$ cat config.mk
export PLATFORM = sky130hd
export DESIGN_NAME = dag_circ_top
export DESIGN_NICKNAME = d
export VERILOG_FILES = /design/src/rtl/dag_circ_top.sv
export SDC_FILE = /design/constraint.sdc
export NUM_CORES = 1
export LEC_CHECK = 0
export ABC_CLOCK_PERIOD_IN_PS = 7200
export CORE_MARGIN = 8
export CORE_UTILIZATION = 45
export CTS_CLUSTER_SIZE = 14
export DETAILED_ROUTE_END_ITERATION = 16
export PLACE_DENSITY_LB_ADDON = 0.15
export SLEW_MARGIN = 20
export SYNTH_ARGS = -nofsm -noshare
export SYNTH_HDL_FRONTEND = slang
export SYNTH_SLANG_ARGS = --single-unit
$ cat constraint.sdc
create_clock -name clk -period 7.2 [get_ports clk]
set_clock_uncertainty 0.05 [all_clocks]
set_input_delay 0.72 -clock clk [delete_from_list [all_inputs] [get_ports clk]]
set_output_delay 0.72 -clock clk [all_outputs]
set_load 0.05 [all_outputs]
$ cat src/rtl/dag_circ_top.sv
// Data address generator: NREG channels of I/M/L/B registers with pre/post-modify,
// circular wrap, bit-reversed addressing and a bus-connect register port.
module dag_circ_top #(
  parameter int ADDR_W = 16,
  parameter int DATA_W = 16,
  parameter int NREG   = 8,
  localparam int IDX_W = $clog2(NREG),
  localparam int RA_W  = IDX_W + 2
) (
  input  logic              clk,
  input  logic              reset,
  input  logic              ps_dg_en,
  input  logic              ps_dg_mdfy,
  input  logic              ps_dg_pre,
  input  logic              ps_dg_brev,
  input  logic [IDX_W-1:0]  ps_dg_iadd,
  input  logic [IDX_W-1:0]  ps_dg_madd,
  input  logic              ps_dg_wrt_en,
  input  logic [RA_W-1:0]   ps_dg_wrt_add,
  input  logic [RA_W-1:0]   ps_dg_rd_add,
  input  logic [DATA_W-1:0] bc_dg_dt,
  output logic [ADDR_W-1:0] dg_dm_add,
  output logic              dg_add_vld,
  output logic              dg_ps_wrap,
  output logic [DATA_W-1:0] dg_bc_dt
);

  typedef enum logic [1:0] {GRP_I = 2'd0, GRP_M = 2'd1, GRP_L = 2'd2, GRP_B = 2'd3} grp_e;

  logic [ADDR_W-1:0] i_reg [NREG];
  logic [ADDR_W-1:0] m_reg [NREG];
  logic [ADDR_W-1:0] l_reg [NREG];
  logic [ADDR_W-1:0] b_reg [NREG];

  logic [ADDR_W-1:0] i_cur, m_cur, l_cur, b_cur;
  logic [ADDR_W:0]   n_raw, n_adj, limit;
  logic [ADDR_W-1:0] n_new, addr_src, addr_rev;
  logic              wrap;
  logic              i_update;

  grp_e              wr_grp, rd_grp;
  logic [IDX_W-1:0]  wr_idx, rd_idx;
  logic [ADDR_W-1:0] wr_val, rd_val;

  assign i_cur = i_reg[ps_dg_iadd];
  assign m_cur = m_reg[ps_dg_madd];
  assign l_cur = l_reg[ps_dg_iadd];
  assign b_cur = b_reg[ps_dg_iadd];

  // I is unsigned, M is sign-extended; the extra bit keeps the end-of-buffer compare exact
  assign n_raw = {1'b0, i_cur} + {m_cur[ADDR_W-1], m_cur};
  assign limit = {1'b0, b_cur} + {1'b0, l_cur};

  always_comb begin
    wrap  = 1'b0;
    n_adj = n_raw;
    if (l_cur != '0) begin
      if (!m_cur[ADDR_W-1]) begin
        if (n_raw >= limit) begin
          n_adj = n_raw - {1'b0, l_cur};
          wrap  = 1'b1;
        end
      end else if (n_raw < {1'b0, b_cur}) begin
        n_adj = n_raw + {1'b0, l_cur};
        wrap  = 1'b1;
      end
    end
  end

  assign n_new    = n_adj[ADDR_W-1:0];
  assign addr_src = ps_dg_pre ? n_new : i_cur;
  assign i_update = ps_dg_en && (ps_dg_mdfy || !ps_dg_pre);

  always_comb begin
    addr_rev = '0;
    for (int unsigned k = 0; k < ADDR_W; k++) begin
      addr_rev[k] = addr_src[ADDR_W-1-k];
    end
  end

  assign wr_grp = grp_e'(ps_dg_wrt_add[RA_W-1 -: 2]);
  assign wr_idx = ps_dg_wrt_add[IDX_W-1:0];
  assign wr_val = bc_dg_dt[ADDR_W-1:0];
  assign rd_grp = grp_e'(ps_dg_rd_add[RA_W-1 -: 2]);
  assign rd_idx = ps_dg_rd_add[IDX_W-1:0];

  always_comb begin
    rd_val = '0;
    case (rd_grp)
      GRP_I: rd_val = i_reg[rd_idx];
      GRP_M: rd_val = m_reg[rd_idx];
      GRP_L: rd_val = l_reg[rd_idx];
      GRP_B: rd_val = b_reg[rd_idx];
    endcase
  end

  always_ff @(posedge clk) begin
    if (reset) begin
      for (int unsigned k = 0; k < NREG; k++) begin
        i_reg[k] <= '0;
        m_reg[k] <= '0;
        l_reg[k] <= '0;
        b_reg[k] <= '0;
      end
      dg_dm_add  <= '0;
      dg_add_vld <= 1'b0;
      dg_ps_wrap <= 1'b0;
      dg_bc_dt   <= '0;
    end else begin
      if (i_update) begin
        i_reg[ps_dg_iadd] <= n_new;
      end
      // bus write is applied after the modify so it wins on a same-channel collision
      if (ps_dg_wrt_en) begin
        case (wr_grp)
          GRP_I: i_reg[wr_idx] <= wr_val;
          GRP_M: m_reg[wr_idx] <= wr_val;
          GRP_L: l_reg[wr_idx] <= wr_val;
          GRP_B: begin
            b_reg[wr_idx] <= wr_val;
            i_reg[wr_idx] <= wr_val;
          end
        endcase
      end
      if (ps_dg_en && !ps_dg_mdfy) begin
        dg_dm_add <= ps_dg_brev ? addr_rev : addr_src;
      end
      dg_add_vld <= ps_dg_en && !ps_dg_mdfy;
      dg_ps_wrap <= ps_dg_en && wrap;
      dg_bc_dt   <= DATA_W'(rd_val);
    end
  end

endmodule
==> flow_summary_export.csv <==
group,metric,value,unit
status,outcome,"completed",
worst_hold_path,hold_path.class,"reg -> reg",
setup_path,cp_max_fo,12,
timing,setup_tns,0,ns
clocking,cts_setup_buffers,0,
logic_synthesis,ys_warn_count,0,
timing,timing.final.crit_period,6.809,ns
setup_path,worst_ep_arrival_time,7.14,ns
placement,dp_hpwl,85130,um
setup_path,critPathBufInv,8,
routing,ant_nets,0,
floorplan,core-area,73080,um2
routing,num_vias,24850,
floorplan,die_y,287.7,um
floorplan,fp.dieW,287.7,um
logic_synthesis,synth_edf_count,512,
clocking,cts_buffers,59,
routing,dr.first_iter.drc_count,3578,
setup_path,cp_common_cell,"buf_4",
timing,slew_violations,0,
setup_path,cp-start-kind,"primary input",
routing,route.detailed.drc,0,
timing,fmax,146.9,MHz
routing,first_pass_iters,6,
logic_synthesis,synthesis.nets,2838,
clocking,clock-sinks,546,
setup_path,cp_top_family,"compound AO/OA/AOI/OAI gates",
finish,final_util,52.33,%
routing,routed_wl,122400,um
setup_path,crit_slowest_cell,"nor3_2",
power_and_ir_drop,p_leak,13.99,nW
finish,seq_area,16060,um2
logic_synthesis,ys_types,97,
timing,finalCritPeriodShare,94.57,%
global_routing,antenna_found_initial,5,
global_routing,grt_pass1_wl,174700,um
finish,multi_input_area,16070,um2
timing,grt_setup_unrepaired,"false",
timing,tightest_slew,1.178,ns
logic_synthesis,synthArstFlopShare,0,%
placement,gp_congestion,0.9241,
timing,slew_headroom,21.47,%
logic_synthesis,synth_top_area_share,46.27,%
timing,hold_viol,0,
logic_synthesis,syn_area,33230,um2
clocking,root_buffer,"clkbuf_16",
finish,nets,2986,
clocking,clk_latency,0.65,ns
logic_synthesis,netlist_instances,2703,
floorplan,fp.dieArea,82790,um2
placement,portBuffers,72,
global_routing,grtUsageTotal,29.05,%
power_and_ir_drop,totalPowerFinal,10.91,mW
logic_synthesis,synth.largest_area_cell,"edfxtp_1",
global_routing,grt_pass1_vias,24556,
job,maxCapViolCount,0,
power_and_ir_drop,ir_drop,0.0001806,V
logic_synthesis,ys_seq_area_share,48.32,%
floorplan,initial_utilization,45.46,%
clocking,cts_tree,"built",
logic_synthesis,syn_area_per_cell,12.29,um2
logic_synthesis,ys_seq_elements,546,
floorplan,num_rows,99,
global_routing,overflow,0,
clocking,cts_hold_buf,0,
clocking,cts_resized,0,
routing,via_per_inst,6.431,
power_and_ir_drop,powerDensity,285.3,nW/um2
timing,setup_viol,0,
setup_path,crit_required,7.53,ns
logic_synthesis,synth_area_leaders,"edfxtp_1 (46%), mux4_2 (13%), and2_1 (7.3%), ha_1 (3.5%), a22oi_1 (2.4%)",
clocking,clkTransAtPathRegs,0.06,ns
floorplan,floorplan.io_pins,73,
logic_synthesis,ys.flop_type,"edfxtp_1",
routing,wl_per_cell,31.67,um
finish,drive_gt1_share,22.36,%
global_routing,grt_max_degree,92,
setup_path,worstSetupPathType,"in -> reg",
finish,fillers,6304,
setup_path,slowest_delay,0.49,ns
clocking,cts.htree.levels,2,
finish,area_delta_synth_final,15.11,%
clocking,clock_path_buffers,3,
setup_path,critPathCaptureType,"flip-flop",
==> power by group <==
part           internal, mW  total (mW)  leakage, nW  switching, mW
Combinational          1.56        3.86         7.73           2.30
Clock                  1.94        3.28        0.998           1.34
Sequential             3.66        3.77         5.26          0.102
==> worst paths after layout <==
path | start | cells past startpoint | endpoint | slack, ns
worst max-delay path | ps_dg_iadd[1] | 27 | i_reg[4][13] | 0.39
worst min-delay path | dg_dm_add[5] | 2 | dg_dm_add[5] | 0.42
worst min register to register | dg_dm_add[5] | 2 | dg_dm_add[5] | 0.42
worst max register to register | i_reg[2][2] | 27 | i_reg[4][13] | 0.52
==> cell usage after synthesis, types with 13 or more instances <==
cell	instances
a211oi_1	20
a21o_1	15
a21oi_1	54
a221oi_1	27
a22o_1	59
a22oi_1	105
and2_1	389
and3_1	15
and4_1	13
buf_1	21
clkbuf_1	169
dfxtp_1	34
edfxtp_1	512
ha_1	92
inv_1	68
mux2_2	28
mux2i_1	49
mux4_2	197
nand2_1	149
nand3_1	34
nor2_1	153
nor2b_1	27
nor3_1	30
o211ai_1	13
o21ai_0	109
or2_2	34
xnor2_1	26
xor2_1	15
==> metrics by stage <==
step           hold slack (ns)  worst slack, ns  cells  area (um2)
2_1_floorplan           0.6236          0.02343   2703       33240
3_3_place_gp            0.3946          -0.3233   3749       36160
3_5_place_dp            0.4167          -0.5639   3749       36160
4_1_cts                 0.4294          0.06250   3861       38230
5_1_grt                 0.4420         0.002044   3861       38240
6_report                0.4237           0.3910   3864       38250
==> kinds of logic after synthesis <==
family                     count (synthesis)  share of synthesized area [%]
muxes                                    286                          16.19
adders and majority gates                 96                          3.705
AOI/OAI and AO/OA                        527                          11.83
DFF                                      546                          48.32
xor gates and xnor gates                  42                          1.149
buffers and inverters                    283                          3.479
and+or+nand+nor                          923                          15.32
==> worst register-to-register path, stage by stage (launching register included) <==
cell and delay [ns]:
edfxtp_1 0.42, mux2_2 0.28, a221oi_1 0.24, a21oi_1 0.10, a221oi_2 0.44, inv_1 0.10, ha_1 0.24, a211oi_1 0.23
o31ai_1 0.12, buf_4 0.16, o311ai_1 0.37, a21oi_1 0.17, o211a_1 0.25, nor3_1 0.33, inv_1 0.14, buf_4 0.16
ha_1 0.30, buf_4 0.15, o2111ai_1 0.09, nand4b_1 0.15, a41o_1 0.25, o21bai_4 0.22, buf_4 0.16, nor3_2 0.49
a22o_1 0.30, a211oi_4 0.12, buf_12 0.17, a22o_1 0.19
==> cells in the final DEF (no fill, tap or decap), drive strengths merged, types with 12 or more instances in the layout <==
cell type / count
xnor2: 26
mux2i: 50
o31ai: 12
a21oi: 54
mux2: 39
nor2b: 27
o211ai: 13
mux4: 197
nor2: 154
ha: 92
xor2: 15
o21ai: 116
nand4: 12
bufinv: 12
nand3: 34
a221oi: 31
a211oi: 23
edfxtp: 512
o21a: 12
inv: 72
clkbuf: 74
nor3: 32
a22o: 59
and3: 15
a21o: 15
dfxtp: 34
or2: 37
and2: 389
nand2: 150
clkinv: 22
a22oi: 105
and4: 13
buf: 242
clkdlybuf4s50: 56
==> layout make-up <==
cell class / count / share of cell area [%]
antenna: 3 / 0.01963
sequential: 546 / 41.98
tap: 959 / 3.137
clock buffer: 72 / 3.988
timing repair buffer: 300 / 6.769
clock inverter: 40 / 1.417
multi-input combinational: 1874 / 42.00
inverter: 70 / 0.6870
==> layer usage <==
layer | share of wire, % | routed length [um] | track usage, % | up-vias
met3 | 11 | 13080 | 6.607 | 259
met1 | 40 | 48620 | 39.09 | 12438
li1 | - | - | - | 10645
met5 | 0 | 0 | 0 | -
met4 | 4.8 | 5857 | 12.46 | 0
met2 | 45 | 54820 | 45.13 | 1508
No activity file was read; power rests on OpenSTA's default activity.
